`src/rtl/pcpi_cgra_pkg.sv`:
```
// Shared types and constants for the PCPI-to-CGRA bridge: FSM states,
// custom instruction funct3 codes, array operation codes and the abort value.
package pcpi_cgra_pkg;

    typedef enum logic [2:0] {
        IDLE  = 3'd0,
        ISSUE = 3'd1,
        BUSY  = 3'd2,
        RESP  = 3'd3,
        HOLD  = 3'd4
    } state_t;

    localparam logic [2:0] FUNCT3_CFG    = 3'b000;
    localparam logic [2:0] FUNCT3_RUN    = 3'b001;
    localparam logic [2:0] FUNCT3_STATUS = 3'b010;

    localparam logic [1:0] CGRA_OP_NONE = 2'b00;
    localparam logic [1:0] CGRA_OP_CFG  = 2'b01;
    localparam logic [1:0] CGRA_OP_RUN  = 2'b10;

    localparam logic [31:0] ERR_VALUE = 32'hFFFF_FFFF;

    // STATUS word: completed-RUN count in the upper half, sticky error in bit 0.
    function automatic logic [31:0] status_word(input logic [15:0] run_count, input logic err);
        return {run_count, 15'b0, err};
    endfunction

endpackage

```
`src/rtl/pcpi_cgra_dec.sv`:
```
// Combinational decoder for the CGRA custom instructions (CFG, RUN, STATUS).
// Anything outside the custom opcode with funct7 == 0 is left unmatched.
module pcpi_cgra_dec
    import pcpi_cgra_pkg::*;
#(
    parameter logic [6:0] CUSTOM_OPCODE = 7'b0001011
) (
    input  logic [6:0] opcode,
    input  logic [2:0] funct3,
    input  logic [6:0] funct7,
    output logic       is_cfg,
    output logic       is_run,
    output logic       is_status
);

    always_comb begin
        is_cfg    = 1'b0;
        is_run    = 1'b0;
        is_status = 1'b0;
        if (opcode == CUSTOM_OPCODE && funct7 == 7'd0) begin
            case (funct3)
                FUNCT3_CFG:    is_cfg    = 1'b1;
                FUNCT3_RUN:    is_run    = 1'b1;
                FUNCT3_STATUS: is_status = 1'b1;
                default:       ;
            endcase
        end
    end

endmodule

```
`src/rtl/pcpi_cgra.sv`:
```
// PCPI coprocessor bridge that launches CFG/RUN operations on a CGRA array,
// bounds them with a timeout, and reports a run counter plus sticky error flag.
module pcpi_cgra
    import pcpi_cgra_pkg::*;
#(
    parameter logic [6:0] CUSTOM_OPCODE  = 7'b0001011,
    parameter int          TIMEOUT_CYCLES = 255
) (
    input  logic        clk,
    input  logic        resetn,
    input  logic        pcpi_valid,
    input  logic [31:0] pcpi_insn,
    input  logic [31:0] pcpi_rs1,
    input  logic [31:0] pcpi_rs2,
    output logic        pcpi_wr,
    output logic [31:0] pcpi_rd,
    output logic        pcpi_wait,
    output logic        pcpi_ready,
    output logic        cgra_start,
    output logic [1:0]  cgra_op,
    output logic [31:0] cgra_a,
    output logic [31:0] cgra_b,
    input  logic        cgra_done,
    input  logic [31:0] cgra_result
);

    localparam int            TW       = $clog2(TIMEOUT_CYCLES + 1);
    localparam logic [TW-1:0] TMO_LAST = TW'(TIMEOUT_CYCLES - 1);

    state_t        state, state_next;
    logic [1:0]    op_q;
    logic [31:0]   a_q, b_q, rd_q;
    logic          wr_q;
    logic [15:0]   run_count;
    logic          err;
    logic [TW-1:0] tmo_cnt;

    logic is_cfg, is_run, is_status;
    logic launch, take_status, finish_ok, finish_tmo;

    // Register-address fields carry no meaning for these instructions.
    logic unused_insn;
    assign unused_insn = ^{pcpi_insn[24:15], pcpi_insn[11:7]};

    pcpi_cgra_dec #(
        .CUSTOM_OPCODE(CUSTOM_OPCODE)
    ) u_dec (
        .opcode    (pcpi_insn[6:0]),
        .funct3    (pcpi_insn[14:12]),
        .funct7    (pcpi_insn[31:25]),
        .is_cfg    (is_cfg),
        .is_run    (is_run),
        .is_status (is_status)
    );

    always_ff @(posedge clk or negedge resetn) begin
        if (!resetn) state <= IDLE;
        else         state <= state_next;
    end

    always_comb begin
        state_next  = state;
        launch      = 1'b0;
        take_status = 1'b0;
        finish_ok   = 1'b0;
        finish_tmo  = 1'b0;
        case (state)
            IDLE: begin
                if (pcpi_valid && (is_cfg || is_run)) begin
                    launch     = 1'b1;
                    state_next = ISSUE;
                end else if (pcpi_valid && is_status) begin
                    take_status = 1'b1;
                    state_next  = RESP;
                end
            end
            ISSUE: state_next = BUSY;
            // A done arriving on the expiry cycle still wins over the abort.
            BUSY: begin
                if (cgra_done) begin
                    finish_ok  = 1'b1;
                    state_next = RESP;
                end else if (tmo_cnt == TMO_LAST) begin
                    finish_tmo = 1'b1;
                    state_next = RESP;
                end
            end
            RESP:    state_next = HOLD;
            HOLD:    state_next = IDLE;
            default: state_next = IDLE;
        endcase
    end

    always_ff @(posedge clk or negedge resetn) begin
        if (!resetn) begin
            op_q      <= CGRA_OP_NONE;
            a_q       <= '0;
            b_q       <= '0;
            rd_q      <= '0;
            wr_q      <= 1'b0;
            run_count <= '0;
            err       <= 1'b0;
            tmo_cnt   <= '0;
        end else begin
            if (launch) begin
                op_q    <= is_run ? CGRA_OP_RUN : CGRA_OP_CFG;
                a_q     <= pcpi_rs1;
                b_q     <= pcpi_rs2;
                tmo_cnt <= '0;
            end
            if (state == BUSY && !finish_ok && !finish_tmo) begin
                tmo_cnt <= tmo_cnt + 1'b1;
            end
            if (finish_ok) begin
                rd_q <= cgra_result;
                wr_q <= (op_q == CGRA_OP_RUN);
                if (op_q == CGRA_OP_RUN) begin
                    run_count <= run_count + 16'd1;
                end
            end
            if (finish_tmo) begin
                rd_q <= ERR_VALUE;
                wr_q <= (op_q == CGRA_OP_RUN);
                err  <= 1'b1;
            end
            if (take_status) begin
                rd_q <= status_word(run_count, err);
                wr_q <= 1'b1;
                err  <= 1'b0;
            end
        end
    end

    // Outputs decode from state so that reset silences them immediately.
    assign cgra_start = (state == ISSUE);
    assign pcpi_wait  = (state == ISSUE) || (state == BUSY);
    assign pcpi_ready = (state == RESP);
    assign pcpi_rd    = pcpi_ready ? rd_q : 32'd0;
    assign pcpi_wr    = pcpi_ready & wr_q;
    assign cgra_op    = pcpi_wait ? op_q : CGRA_OP_NONE;
    assign cgra_a     = pcpi_wait ? a_q : 32'd0;
    assign cgra_b     = pcpi_wait ? b_q : 32'd0;

endmodule

```
`config.mk`:
```
export PLATFORM = sky130hd
export DESIGN_NAME = pcpi_cgra
export DESIGN_NICKNAME = d
export VERILOG_FILES = /design/src/rtl/pcpi_cgra_pkg.sv /design/src/rtl/pcpi_cgra_dec.sv /design/src/rtl/pcpi_cgra.sv
export SDC_FILE = /design/constraint.sdc
export NUM_CORES = 1
export LEC_CHECK = 0
export ABC_AREA = 1
export BUFFER_PORTS_ARGS = -buffer_cell sky130_fd_sc_hd__buf_4
export CELL_PAD_IN_SITES_DETAIL_PLACEMENT = 1
export CELL_PAD_IN_SITES_GLOBAL_PLACEMENT = 1
export CORE_MARGIN = 2
export CORE_UTILIZATION = 36
export DETAILED_ROUTE_END_ITERATION = 12
export PLACE_DENSITY = 0.8
export RECOVER_POWER = 50
export REMOVE_ABC_BUFFERS = 1
export SLEW_MARGIN = 20
export SYNTH_ARGS = -nofsm -noshare
export SYNTH_HDL_FRONTEND = slang
export SYNTH_SLANG_ARGS = --single-unit
```
`constraint.sdc`:
```
create_clock -name clk -period 2 [get_ports clk]
set_input_delay 0 -clock clk [delete_from_list [all_inputs] [get_ports clk]]
set_output_delay 0 -clock clk [all_outputs]
set_load 0.05 [all_outputs]
```
Word-level counts from Yosys, hierarchy flattened

Index checks and enable logic that the tools add are counted.

$add $sub $neg: 2
Multiply operators: 0
Equality and inequality tests: 10
Shift-type cells: 0
Divide/modulo/power cells: 0
Muxes and demuxes: 36
Order comparisons: 0
Reductions and logical operators: 17
Bitwise logic cells: 1

Operators by type and width:

| kind                                                                  | number |
|---|---|
| 32-bit two-way mux                                                    | 6 |
| 1-bit two-way mux                                                     | 21 |
| 16-bit by 1-bit adder with 16-bit output, second input constant       | 1 |
| 8-bit two-way mux                                                     | 2 |
| 3-bit two-way mux                                                     | 4 |
| 3-bit one-hot mux with 4 select lines                                 | 1 |
| 3-bit by 2-bit equality test with 1-bit output, second input constant | 3 |
| 8-bit by 1-bit adder with 8-bit output, second input constant         | 1 |
| 8-bit equality test, second input constant                            | 1 |
| 7-bit by 4-bit equality test with 1-bit output, second input constant | 1 |
| 7-bit logical NOT                                                     | 1 |
| 3-bit by 1-bit equality test with 1-bit output, second input constant | 2 |
| 3-bit logical NOT                                                     | 2 |
| 3-bit inequality test, second input constant                          | 2 |
| 1-bit logical AND                                                     | 5 |
| 2-bit two-way mux                                                     | 2 |
| 2-bit AND reduction                                                   | 2 |
| 2-bit nonzero test                                                    | 2 |
| 3-bit nonzero test                                                    | 1 |
| 2-bit equality test, second input constant                            | 1 |
| 1-bit logical NOT                                                     | 2 |
| 1-bit logical OR                                                      | 2 |
| 1-bit AND                                                             | 1 |

Input port bits: 132
Bits in latches: 0
Bits in registers: 127
RAM bits: 0
Output and inout port bits: 102
Memories kept: 0
Memory bits (read-only): 0
Word-level logic and storage cells: 75

Depth between registers and ports, before layout

Gate-level depths: netlist of the first run.

Depth after elaboration: 9
Mapped depth: 11
Gate-level depth less buffers: 10

Hierarchy

A second synthesis of the first run with hierarchy kept.

Cell total of the unflattened synthesis: 847
Area total of the unflattened synthesis: 6,542.5 um^2

By module, submodules not included:

| module        | seq. area each (um^2) | cells each | instances | area each (um^2) |
|---|---|---|---|---|
| pcpi_cgra     | 3,178.0               | 824        | 1         | 6,444.9 |
| pcpi_cgra_dec | 0.0                   | 23         | 1         | 97.6 |

Worst setup path after synthesis of the first run

OpenSTA, ideal clock, no wires.

Path type: register to output
Start point: reg state[1]
End point: out cgra_a[22]
Data arrival time: 3,153 ps
Buffers on the path: 2
Required time: 2,000 ps
Path slack: -1,153 ps
Stages on the path, launching flop included: 8
Cells stage by stage: dfrtp_1 -> nor3_1 -> inv_1 -> nand2_1 -> inv_2 -> buf_6 -> buf_6 -> nor2_1

Longest elaborated chain between the ends: 3
Elaborated cells on any way between the ends: 4
Those cells by class: eq/ne (2); mux (1); reduce/logical (1)

RTL lines:

| element                                        | RTL line         | source |
|---|---|---|
| from (decl)                                    | pcpi_cgra.sv:30  | `state_t state, state_next;` |
| from (signal assigned)                         | pcpi_cgra.sv:58  | `else state <= state_next;` |
| 3-bit by 1-bit equality test with 1-bit output | --               |  |
| via cgra_start                                 | pcpi_cgra.sv:19  | `output logic cgra_start,` |
| 1-bit logical OR                               | pcpi_cgra.sv:136 | `assign pcpi_wait = (state == ISSUE) \|\| (state == BUSY);` |
| via pcpi_wait                                  | pcpi_cgra.sv:17  | `output logic pcpi_wait,` |
| 32-bit two-way mux                             | pcpi_cgra.sv:141 | `assign cgra_a = pcpi_wait ? a_q : 32'd0;` |
| to (decl)                                      | pcpi_cgra.sv:21  | `output logic [31:0] cgra_a,` |

The timed path passes the listed nets, and every way through them passes these cells.

Worst setup path after layout of the first run

Start point: reg state[2]
End point: out cgra_a[28]

Longest elaborated chain between the ends: 3
Elaborated cells on any way between the ends: 4
Those cells by class: eq/ne (2); mux (1); reduce/logical (1)

RTL lines:

| element                                                                                                                 | RTL line |
|---|---|
| 3-bit by 1-bit equality test with 1-bit output / 3-bit by 2-bit equality test with 1-bit output (equally long branches) | pcpi_cgra.sv:136 |
| 1-bit logical OR *                                                                                                      | pcpi_cgra.sv:136 |
| 32-bit two-way mux *                                                                                                    | pcpi_cgra.sv:141 |

Every way passes the cells marked *; elsewhere a longest branch is shown, timed or not.

==> reports/results.ini, run 1 <==
[drt]
drc = 0
viasPerCell = 4.96
wire_per_inst_um = 18.6
firstDrtPassIters = 5
drtIter0Drc = 282
routed_wl_um = 27600
vias = 7345
ant_nets = 0

[run]
maxCapViolCount = 0

[setup_path]
r2r-start = state[2]
end_kind = primary output
crit_path_start = state[2]
critPathLaunchType = flip-flop
ff2ff_path_depth = 8
path_class = flip-flop to primary output
path_buf_inv = 3
worstPathMaxFanout = 31
crit_chain = nor2_4 > nand2_4 > nand2_2 > inv_6 > buf_12 > nor2_1 > buf_6
r2r_slack_ns = 0.18
worst_path_largest_cell_delay_ns = 0.46
cp_slowest_cell = dfrtp_2
cpLargestDelayFamily = simple AND/OR/NAND/NOR gates
r2r_end = a_q[3]
critPathArrivalTime_ns = 1.93
cp.required_ns = 2.00
path_depth = 7
crit_end = cgra_a[28]

[grt]
antenna_found_initial = 0
gr-total-overflow = 0
grt_usage_pct = 26.3
grt_first_pass_wirelength_um = 41400
grt_start_max_net_pins = 67
grt_pass1_vias = 8052

[outcome]
status = finished clean

[sta]
fmax_ghz = 0.517
rsz0062_at_grt = true
relSlewSlack_pct = 22.2
hold_viol_final = 0
fin_skew_ns = 0.0179
hold_ws_ns = 0.0516
finalCritPeriodShare_pct = 96.7
fin_setup_tns_ns = 0
worst-slew-pin-transition_ns = 1.17
setup_viol = 0
finalCriticalPeriod_ns = 1.93
slew_violations = 0

[finish]
area_growth_pct = 52.0
fillers = 2243
drive_gt1_share_pct = 25.1
layout.cells.non_filler = 1481
layout.nets = 1368
final_core_util_pct = 55.7

[clocking]
cts_root_buf = clkbuf_16
path_clk_slew_ns = 0.05
cts_inserted_buffers = 17
htree_levels = 4
cts_buffer_depth = 2
clock_sinks = 127
cts_tree = done
clk-insertion-delay-late_ns = 0.43

[synth]
syn_area_mm2 = 0.00685
ys_warn_count = 0
avgSynthCellArea_um2 = 7.44
ys_ff_latch = 127
synth_cells = 921
synth.lib_cells_used.distinct = 30
ys_seq_area_share_pct = 46.4

[power]
p_leak_nw = 5.61
power_density_mw_per_mm2 = 1640
ir_drop_v = 0.00169

[floorplanning]
coreArea_mm2 = 0.0187
die-area_mm2 = 0.0201
rows = 50
ios = 234
initial_core_util_pct = 36.6
dieWidth_um = 142
die_y_um = 142

[hold_path]
hp-class = primary input to flip-flop

[place]
gp_congestion = 0.821
post-dp-hpwl_um = 15500
port_buffers = 218
dp.cells = 1347

==> flip-flops by register name, indices dropped and copies added (netlist names) <==
name       flops
rd_q          32
run_count     16
wr_q           1
state          3
b_q           32
a_q           32
tmo_cnt        8
err            1
op_q           2
==> worst reg2reg max path, cell delays in order (launching register included) <==
cell      delay (ns)
dfrtp_2         0.46
nor2_4          0.14
inv_2           0.07
nor2_4          0.16
nand3_2         0.14
clkinv_2        0.11
buf_4           0.36
nand2_1         0.11
o21ai_1         0.18
==> Yosys cell counts <==
cell / number / area (um^2)
buf_1: 3 / 11.3
o21ai_1: 47 / 235
nor2_4: 3 / 33.8
nor2_8: 2 / 40.0
nand4_2: 3 / 37.5
nand2_1: 218 / 818
inv_2: 5 / 18.8
a21oi_1: 9 / 45.0
xor2_1: 17 / 149
inv_1: 174 / 653
buf_4: 5 / 37.5
dfrtp_1: 127 / 3180
nor3_4: 1 / 16.3
o211ai_1: 9 / 67.6
o21a_1: 1 / 7.51
ha_1: 3 / 37.5
nor2_2: 3 / 18.8
a22oi_1: 1 / 7.51
o22ai_1: 4 / 25.0
buf_6: 14 / 158
nand3_2: 3 / 30.0
nor3_1: 9 / 45.0
nand3_1: 32 / 160
o21ai_0: 27 / 135
nand2_2: 1 / 6.26
nor2_1: 134 / 503
nand2_4: 1 / 11.3
clkbuf_1: 14 / 52.6
buf_2: 7 / 35.0
nand4_1: 44 / 275
==> power by group <==
group,leakage (nW),internal (mW),switching [mW],total [mW]
Clock,0.287,1.91,1.27,3.18
Sequential,1.33,3.04,0.352,3.40
Combinational,4.00,3.04,7.43,10.5
==> cell families after synthesis <==
family	after synthesis	share of synthesized area, %
xor+xnor	17	2.17
simple gates	454	29.1
buf+inv	222	14.1
compound gates	98	7.64
fa+ha+maj	3	0.548
flops	127	46.4
==> cell type report <==
type / instances / area, um^2 / area share, %
Timing Repair Buffer: 336 / 2910 / 27.9
Tap cell: 234 / 293 / 2.81
Sequential cell: 127 / 3180 / 30.5
Multi-Input combinational cell: 572 / 2760 / 26.5
Antenna cell: 1 / 2.50 / 0.0240
Clock buffer: 20 / 457 / 4.39
Clock inverter: 12 / 134 / 1.29
Inverter: 179 / 678 / 6.51
==> layout by cell type, fill, tap and decap left out, drive strengths merged <==
| master | Yosys | layout |
|---|---|---|
| nand3 | 35 | 35 |
| o21a | 1 | 1 |
| buf | 29 | 230 |
| o21ai | 74 | 74 |
| nand4 | 47 | 47 |
| nand2 | 220 | 220 |
| nor3 | 10 | 10 |
| o22ai | 4 | 4 |
| ha | 3 | 3 |
| clkinv | 0 | 6 |
| dlygate4sd3 | 0 | 100 |
| a22oi | 1 | 1 |
| a21oi | 9 | 9 |
| dfrtp | 127 | 127 |
| diode | 0 | 1 |
| xor2 | 17 | 17 |
| o211ai | 9 | 9 |
| nor2 | 142 | 142 |
| inv | 179 | 181 |
| bufinv | 0 | 2 |
| clkbuf | 14 | 26 |
| clkinvlp | 0 | 2 |
==> per-stage QoR <==
| step | total power [mW] | worst slack [ns] | cell area [um^2] |
|---|---|---|---|
| 2_1_floorplan | 9.73 | -1.34 | 6560 |
| 3_3_place_gp | 12.8 | 0.194 | 8660 |
| 3_5_place_dp | 13.0 | 0.134 | 8660 |
| 4_1_cts | 16.4 | 0.00466 | 10300 |
| 5_1_grt | 17.7 | -0.0500 | 10400 |
| 6_report | 17.1 | 0.0658 | 10400 |
==> metal layers <==
layer	up-vias	share of wire, %	routed length [um]	GRT usage [%]
met1	3583	39	10800	30.0
li1	3452	-	-	-
met5	-	0	0	0
met3	53	5.9	1630	7.03
met2	257	52	14300	47.2
met4	0	3.0	828	9.89
==> timing repair <==
action | in CTS | in global routing
endpoints found under the hold margin | 225 | 0
hold buffers | 100 | 0
gates resized for setup | 9 | 56
setup buffers | 0 | 1
pin swaps | 0 | 1
gates cloned | 0 | 0
setup endpoints to repair | 87 | 75
==> how the worst min path moves through the flow <==
stage	startpoint	to	slack [ns]	depth (start not counted)
5_1_grt	cgra_done	state[1]	0.08	4
6_report	cgra_done	state[1]	0.05	4
2_1_floorplan	resetn	a_q[0]	-0.30	0
3_5_place_dp	resetn	rd_q[18]	-0.13	1
3_3_place_gp	resetn	rd_q[18]	-0.13	1
4_1_cts	pcpi_insn[5]	op_q[1]	0.03	6
(Power assumes the default switching activity.)
==> run 2, diff against run 1 <==
--- a/config.mk
+++ b/config.mk
@@ -14,7 +14,6 @@
 export DETAILED_ROUTE_END_ITERATION = 12
 export PLACE_DENSITY = 0.8
 export RECOVER_POWER = 50
-export REMOVE_ABC_BUFFERS = 1
 export SLEW_MARGIN = 20
 export SYNTH_ARGS = -nofsm -noshare
 export SYNTH_HDL_FRONTEND = slang
==> run 2 against run 1 <==
  * Fmax fell by 1.4%
  * Sequential share of layout area fell by 2.5 points
  * Power rose by 13%
  * Via count rose by 2.3%
  * Global-route usage rose by 2.0 points
  * Core utilization rose by 5.1 points
  * Clock skew fell by 0.0052 ns
  * Sequential cell count did not move
  * Non-clock buffer count rose by 9
  * Die area did not move
  * Combinational power rose by 18%
  * First-iteration DRC count rose by 50%
  * Highest routed layer unchanged
==> reports/results.ini, run 2 (synthesized netlist as in run 1, its figures left out) <==
[drt]
drc = 0  ; unchanged
wire_per_inst_um = 19.7  ; +5.7%
drtIter0Drc = 424  ; +50%
routed_wl_um = 29300  ; +6.3%
viasPerCell = 5.05  ; +1.8%
vias = 7515  ; +2.3%
firstDrtPassIters = 5  ; unchanged
ant_nets = 0  ; unchanged

[grt]
grt_pass1_vias = 8199  ; +1.8%
grt_start_max_net_pins = 91  ; +36%
grt_first_pass_wirelength_um = 43800  ; +5.8%
antenna_found_initial = 0  ; unchanged
gr-total-overflow = 0  ; unchanged
grt_usage_pct = 28.3  ; +2.0 points

[setup_path]
path_buf_inv = 4  ; +1
r2r_slack_ns = 0.13  ; -0.05 ns
crit_end = pcpi_rd[8]
worstPathMaxFanout = 12  ; -61%
cpLargestDelayFamily = buffers and inverters
cp.required_ns = 2.00  ; about the same
crit_path_start = state[2]
cp_slowest_cell = dfrtp_2
r2r_end = rd_q[25]
critPathArrivalTime_ns = 1.96  ; +0.03 ns
critPathLaunchType = flip-flop
worst_path_largest_cell_delay_ns = 0.47  ; about the same
path_class = flip-flop to primary output
end_kind = primary output
ff2ff_path_depth = 11  ; +3
cp_common_cell = buf_6
crit_chain = nor3_4 > clkinvlp_4 > buf_6 > buf_12 > nor2_2 > buf_6
path_depth = 6  ; -1
r2r-start = tmo_cnt[0]

[floorplanning]
ios = 234  ; unchanged
coreArea_mm2 = 0.0187  ; unchanged
initial_core_util_pct = 36.6  ; unchanged
rows = 50  ; unchanged
dieWidth_um = 142  ; unchanged
die_y_um = 142  ; unchanged
die-area_mm2 = 0.0201  ; unchanged

[finish]
layout.cells.non_filler = 1489  ; +0.54%
fillers = 2151  ; -4.1%
seq_area_mm2 = 0.00318  ; about the same
final_cell_mix = nand2_1 (217), buf_4 (187), inv_1 (170)
layout.nets = 1377  ; +0.66%
reg_top3 = a_q (32), b_q (32), rd_q (32)
area_growth_pct = 65.8
layout_commonest_cell = nand2_1
drive_gt1_share_pct = 32.6  ; +7.5 points
multi_input_area_mm2 = 0.00331  ; +20%
antenna_cells = 0  ; -1
final_area_mm2 = 0.0114  ; +9.1%

[sta]
fin_setup_tns_ns = 0  ; unchanged
hold_viol_final = 0  ; unchanged
fmax_ghz = 0.510  ; -1.4%
finalCriticalPeriod_ns = 1.96  ; +0.0278 ns
hold_ws_ns = 0.0433  ; -0.00837 ns
slew_violations = 0  ; unchanged
rsz0062_at_grt = true
setup_viol = 0  ; unchanged
finalCritPeriodShare_pct = 98.1  ; +1.4 points
worst-slew-pin-transition_ns = 1.03  ; -0.137 ns
setup_slack_ns = 0.0380  ; -0.0278 ns
relSlewSlack_pct = 31.3  ; +9.1 points
fin_skew_ns = 0.0127  ; -0.00518 ns

[place]
dp.cells = 1348  ; +0.074%
port_buffers = 218  ; unchanged
gp_congestion = 0.838  ; +2.0%
post-dp-hpwl_um = 16200  ; +5.0%
dp_slack_ns = 0.0255  ; -0.108 ns
placed_cell_area_mm2 = 0.00932  ; +7.5%

[clocking]
clk-insertion-delay-late_ns = 0.43  ; about the same
clock_sinks = 127  ; unchanged
cts_inserted_buffers = 17  ; unchanged
path_clk_slew_ns = 0.06  ; about the same
cts_tree = done
cts_buffer_depth = 2  ; unchanged
cts_root_buf = clkbuf_16
htree_levels = 4  ; unchanged

[outcome]
status = finished clean

[synth]
syn-num-nets = 1056

[run]
maxCapViolCount = 0  ; unchanged

[hold_path]
hp-class = primary input to flip-flop

[power]
power_density_mw_per_mm2 = 1700  ; +4.0%
p_leak_nw = 5.88  ; +4.7%
ir_drop_v = 0.00150  ; -11%

run 2: per-layer routing:
layer	track usage, %	vias to the layer above	routed length (um)
li1	-	3473	-
met1	32.5	3743	11200
met2	51.3	218	15900
met3	4.44	81	1010
met4	13.9	0	1260
met5	0	-	0
run 2: power breakdown:
part | internal, mW | switching [mW] | total [mW] | leakage, nW
sequential | 3.05 | 0.368 | 3.41 | 1.33
combinational | 4.06 | 8.35 | 12.4 | 4.23
clock | 2.25 | 1.27 | 3.52 | 0.318
run 2: stage by stage:
stage          utilization (%)  total power [mW]
6_report                  60.7              19.3
5_1_grt                   60.7              20.0
4_1_cts                   58.9              18.2
3_5_place_dp              49.8              14.3
3_3_place_gp              49.8              14.1
2_1_floorplan                -              11.2
run 2: worst min-delay path by stage:
stage | start | end | slack [ns] | cells after the start
after detailed placement | resetn | run_count[8] | 0.02 | 1
after global routing | cgra_result[17] | rd_q[17] | 0.08 | 7
final | cgra_result[17] | rd_q[17] | 0.04 | 7
after global placement | resetn | run_count[8] | 0.01 | 1
after floorplan | resetn | a_q[0] | -0.30 | 0
after CTS | cgra_done | tmo_cnt[1] | 0.006 | 4
run 2: final cells by class:
class / count / share of cell area [%]
clock buffers: 19 / 3.90
multi-input cells: 572 / 29.1
inverters: 179 / 6.10
clock inverters: 13 / 1.83
well taps: 234 / 2.58
repair buffers: 345 / 28.4
flip-flops and latches: 127 / 28.0
run 2: worst reg2reg max path, cell delays in order, from the launching register on:
cell and delay [ns]:
dfrtp_1 0.40, inv_1 0.14, ha_1 0.19, nand2_1 0.07, nor2_2 0.17, nand4_2 0.16
buf_12 0.22, nand2_1 0.14, nand2_1 0.09, nand2_1 0.11, nand2_1 0.06, nand2_1 0.06
run 2: what timing repair did:
item | in CTS | in global routing
endpoints found under the hold margin | 163 | 0
hold buffers | 97 | 0
resized for setup | 12 | 66
setup buffers | 5 | 3
endpoints found under the setup margin | 81 | 98
pin swaps | 3 | 3
gates cloned | 0 | 4
==> run 3, diff against run 2 <==
--- a/config.mk
+++ b/config.mk
@@ -6,7 +6,7 @@
 export NUM_CORES = 1
 export LEC_CHECK = 0
 export ABC_AREA = 1
-export BUFFER_PORTS_ARGS = -buffer_cell sky130_fd_sc_hd__buf_4
+export BUFFER_PORTS_ARGS = -buffer_cell sky130_fd_sc_hd__buf_2
 export CELL_PAD_IN_SITES_DETAIL_PLACEMENT = 1
 export CELL_PAD_IN_SITES_GLOBAL_PLACEMENT = 1
 export CORE_MARGIN = 2
@@ -14,7 +14,7 @@
 export DETAILED_ROUTE_END_ITERATION = 12
 export PLACE_DENSITY = 0.8
 export RECOVER_POWER = 50
-export SLEW_MARGIN = 20
+export SLEW_MARGIN = 25
 export SYNTH_ARGS = -nofsm -noshare
 export SYNTH_HDL_FRONTEND = slang
 export SYNTH_SLANG_ARGS = --single-unit
==> constraint.sdc (replaced) <==
create_clock -name clk -period 2 [get_ports clk]
set_input_delay 0 -clock clk [delete_from_list [all_inputs] [get_ports clk]]
set_output_delay 0 -clock clk [all_outputs]
set_load 0.005 [all_outputs]
==> run 3 against run 2 <==
  * The run now ends with capacitance limit, slew limit left
  * Clock-buffer cell count unchanged
  * Via count is 4.3% lower
  * Sequential power barely moved
  * Combinational power fell by 63%
  * Routed wire length is 14% lower
  * Clock power is 5.7% lower
  * Design area fell by 14%
  * Cell count is 0.81% lower
  * Critical path type unchanged
  * Critical endpoint is now cgra_a[29]
  * Largest power group unchanged
==> reports/results.ini, run 3 (synthesized netlist as in run 1, its figures left out) <==
[sta]
hold_viol_final = 0  ; unchanged
slew_violations = 62  ; +62
rsz0062_at_grt = false
fin_setup_tns_ns = 0  ; unchanged
relSlewSlack_pct = -5.48  ; -37 points
fmax_ghz = 0.525  ; +3.0%
fin_skew_ns = 0.00623  ; -0.00648 ns
setup_viol = 0  ; unchanged
worst-slew-pin-transition_ns = 1.58  ; +0.551 ns
finalCritPeriodShare_pct = 95.3  ; -2.8 points
finalCriticalPeriod_ns = 1.91  ; -0.0564 ns

[drt]
viasPerCell = 4.87  ; -3.5%
vias = 7193  ; -4.3%
drtIter0Drc = 314  ; -26%
routed_wl_um = 25200  ; -14%
wire_per_inst_um = 17.1  ; -13%
ant_nets = 0  ; unchanged
firstDrtPassIters = 4  ; -1
drc = 0  ; unchanged

[grt]
grt_pass1_vias = 8094  ; -1.3%
grt_usage_pct = 25.6  ; -2.7 points
grt_first_pass_wirelength_um = 40800  ; -6.9%
gr-total-overflow = 0  ; unchanged
grt_start_max_net_pins = 83  ; -8.8%
antenna_found_initial = 1  ; +1

[floorplanning]
dieWidth_um = 142  ; unchanged
die_y_um = 142  ; unchanged
initial_core_util_pct = 36.6  ; unchanged
die-area_mm2 = 0.0201  ; unchanged
ios = 234  ; unchanged
rows = 50  ; unchanged
coreArea_mm2 = 0.0187  ; unchanged

[finish]
reg_top3 = a_q (32), b_q (32), rd_q (32)
final_cell_mix = nand2_1 (217), buf_2 (217), inv_1 (174)
layout.nets = 1364  ; -0.94%
drive_gt1_share_pct = 23.5  ; -9.1 points
area_growth_pct = 41.8
layout.cells.non_filler = 1477  ; -0.81%

[setup_path]
r2r_slack_ns = 0.14  ; about the same
critPathArrivalTime_ns = 1.91  ; -0.05 ns
cp_slowest_cell = dfrtp_2
worstPathMaxFanout = 66  ; +54
crit_path_start = state[1]
path_class = flip-flop to primary output
worst_path_largest_cell_delay_ns = 0.46  ; about the same
critPathLaunchType = flip-flop
r2r-start = state[2]
cp.required_ns = 2.00  ; about the same
end_kind = primary output
crit_chain = nor3_2 > inv_1 > nand2_2 > inv_2 > buf_12 > nor2_1 > buf_2

[clocking]
path_clk_slew_ns = 0.06  ; about the same
cts_tree = done
cts_buffer_depth = 2  ; unchanged
htree_levels = 4  ; unchanged
clock_sinks = 127  ; unchanged
clk-insertion-delay-late_ns = 0.41  ; -0.02 ns
cts_root_buf = clkbuf_16
cts_inserted_buffers = 17  ; unchanged

[place]
dp.cells = 1345  ; -0.22%
gp_congestion = 0.834  ; -0.41%
post-dp-hpwl_um = 15300  ; -5.8%
port_buffers = 218  ; unchanged

[synth]
syn-num-nets = 1056  ; unchanged

[run]
maxCapViolCount = 1  ; +1

[hold_path]
hp-class = primary input to flip-flop
hold_start = pcpi_insn[12]

[outcome]
violations = capacitance limit, slew limit
status = finished, violations left

[power]
p_leak_nw = 5.46  ; -7.2%
power_density_mw_per_mm2 = 1170  ; -31%
ir_drop_v = 0.000614  ; -59%

[run 3: cell count changes in the layout (fill, tap and decap cells not counted), moves of 4 or more]
cell,delta
o21ai_0,+24
inv_1,+4
buf_4,-179
buf_6,-37
buf_8,-10
nor2_1,+95
nor2_2,-29
o21ai_1,-24
buf_2,+216
nor2_4,-65
[run 3: final timing paths]
path,end,cells after the start
max,cgra_a[29],7
min,op_q[1],5
max reg2reg,rd_q[27],8
min reg2reg,err,1
max in group asynchronous,b_q[1],3
min in group asynchronous,a_q[11],3
[run 3: metal layers]
layer | part of all wire [%] | vias up | routed length [um] | GRT usage, %
li1 | - | 3437 | - | -
met1 | 42 | 3510 | 10500 | 30.4
met2 | 52 | 215 | 13000 | 46.3
met3 | 4.9 | 31 | 1240 | 5.18
met4 | 1.9 | 0 | 473 | 8.26
met5 | 0 | - | 0 | 0
[run 3: power by group]
| group | switching, mW | internal, mW |
|---|---|---|
| Sequential | 0.350 | 3.04 |
| Combinational | 2.79 | 1.83 |
| Clock | 1.20 | 2.12 |
[run 3: metrics by stage]
stage | hold slack (ns) | cell area, um^2 | utilization [%] | setup WS (ns) | total power, mW
detailed placement | -0.137 | 8120 | 43.4 | 0.146 | 7.70
CTS | 0.0135 | 9750 | 52.1 | 0.0357 | 11.3
global route | 0.0366 | 9710 | 51.9 | 0.00773 | 12.1
floorplan | -0.296 | 6850 | - | 0.446 | 5.72
global placement | -0.138 | 8120 | 43.4 | 0.225 | 7.54
finish | 0.0343 | 9710 | 51.9 | 0.0944 | 11.3
[run 3: repair_timing]
item | 4_1_cts | 5_1_grt
buffers inserted | 0 | 0
resized for setup | 3 | 8
pin swaps | 0 | 0
hold buffers | 99 | 0
hold endpoints to repair | 225 | 0
endpoints found under the setup margin | 9 | 11
[run 3: layout make-up]
cell class                      count  area [um^2]
Clock buffer                       19          443
Tap cell                          234          293
Fill cell                        2352         8990
Timing Repair Buffer              332         2220
Antenna cell                        1         2.50
Inverter                          179          676
Sequential cell                   127         3180
Clock inverter                     13          186
Multi-Input combinational cell    572         2710
[run 3: critical path, delay by kind of cell (launching register included)]
family | cells | cell delay, ns
AND/OR/NAND/NOR | 3 | 0.51
flip-flops | 1 | 0.46
buffers and inverters | 4 | 0.46
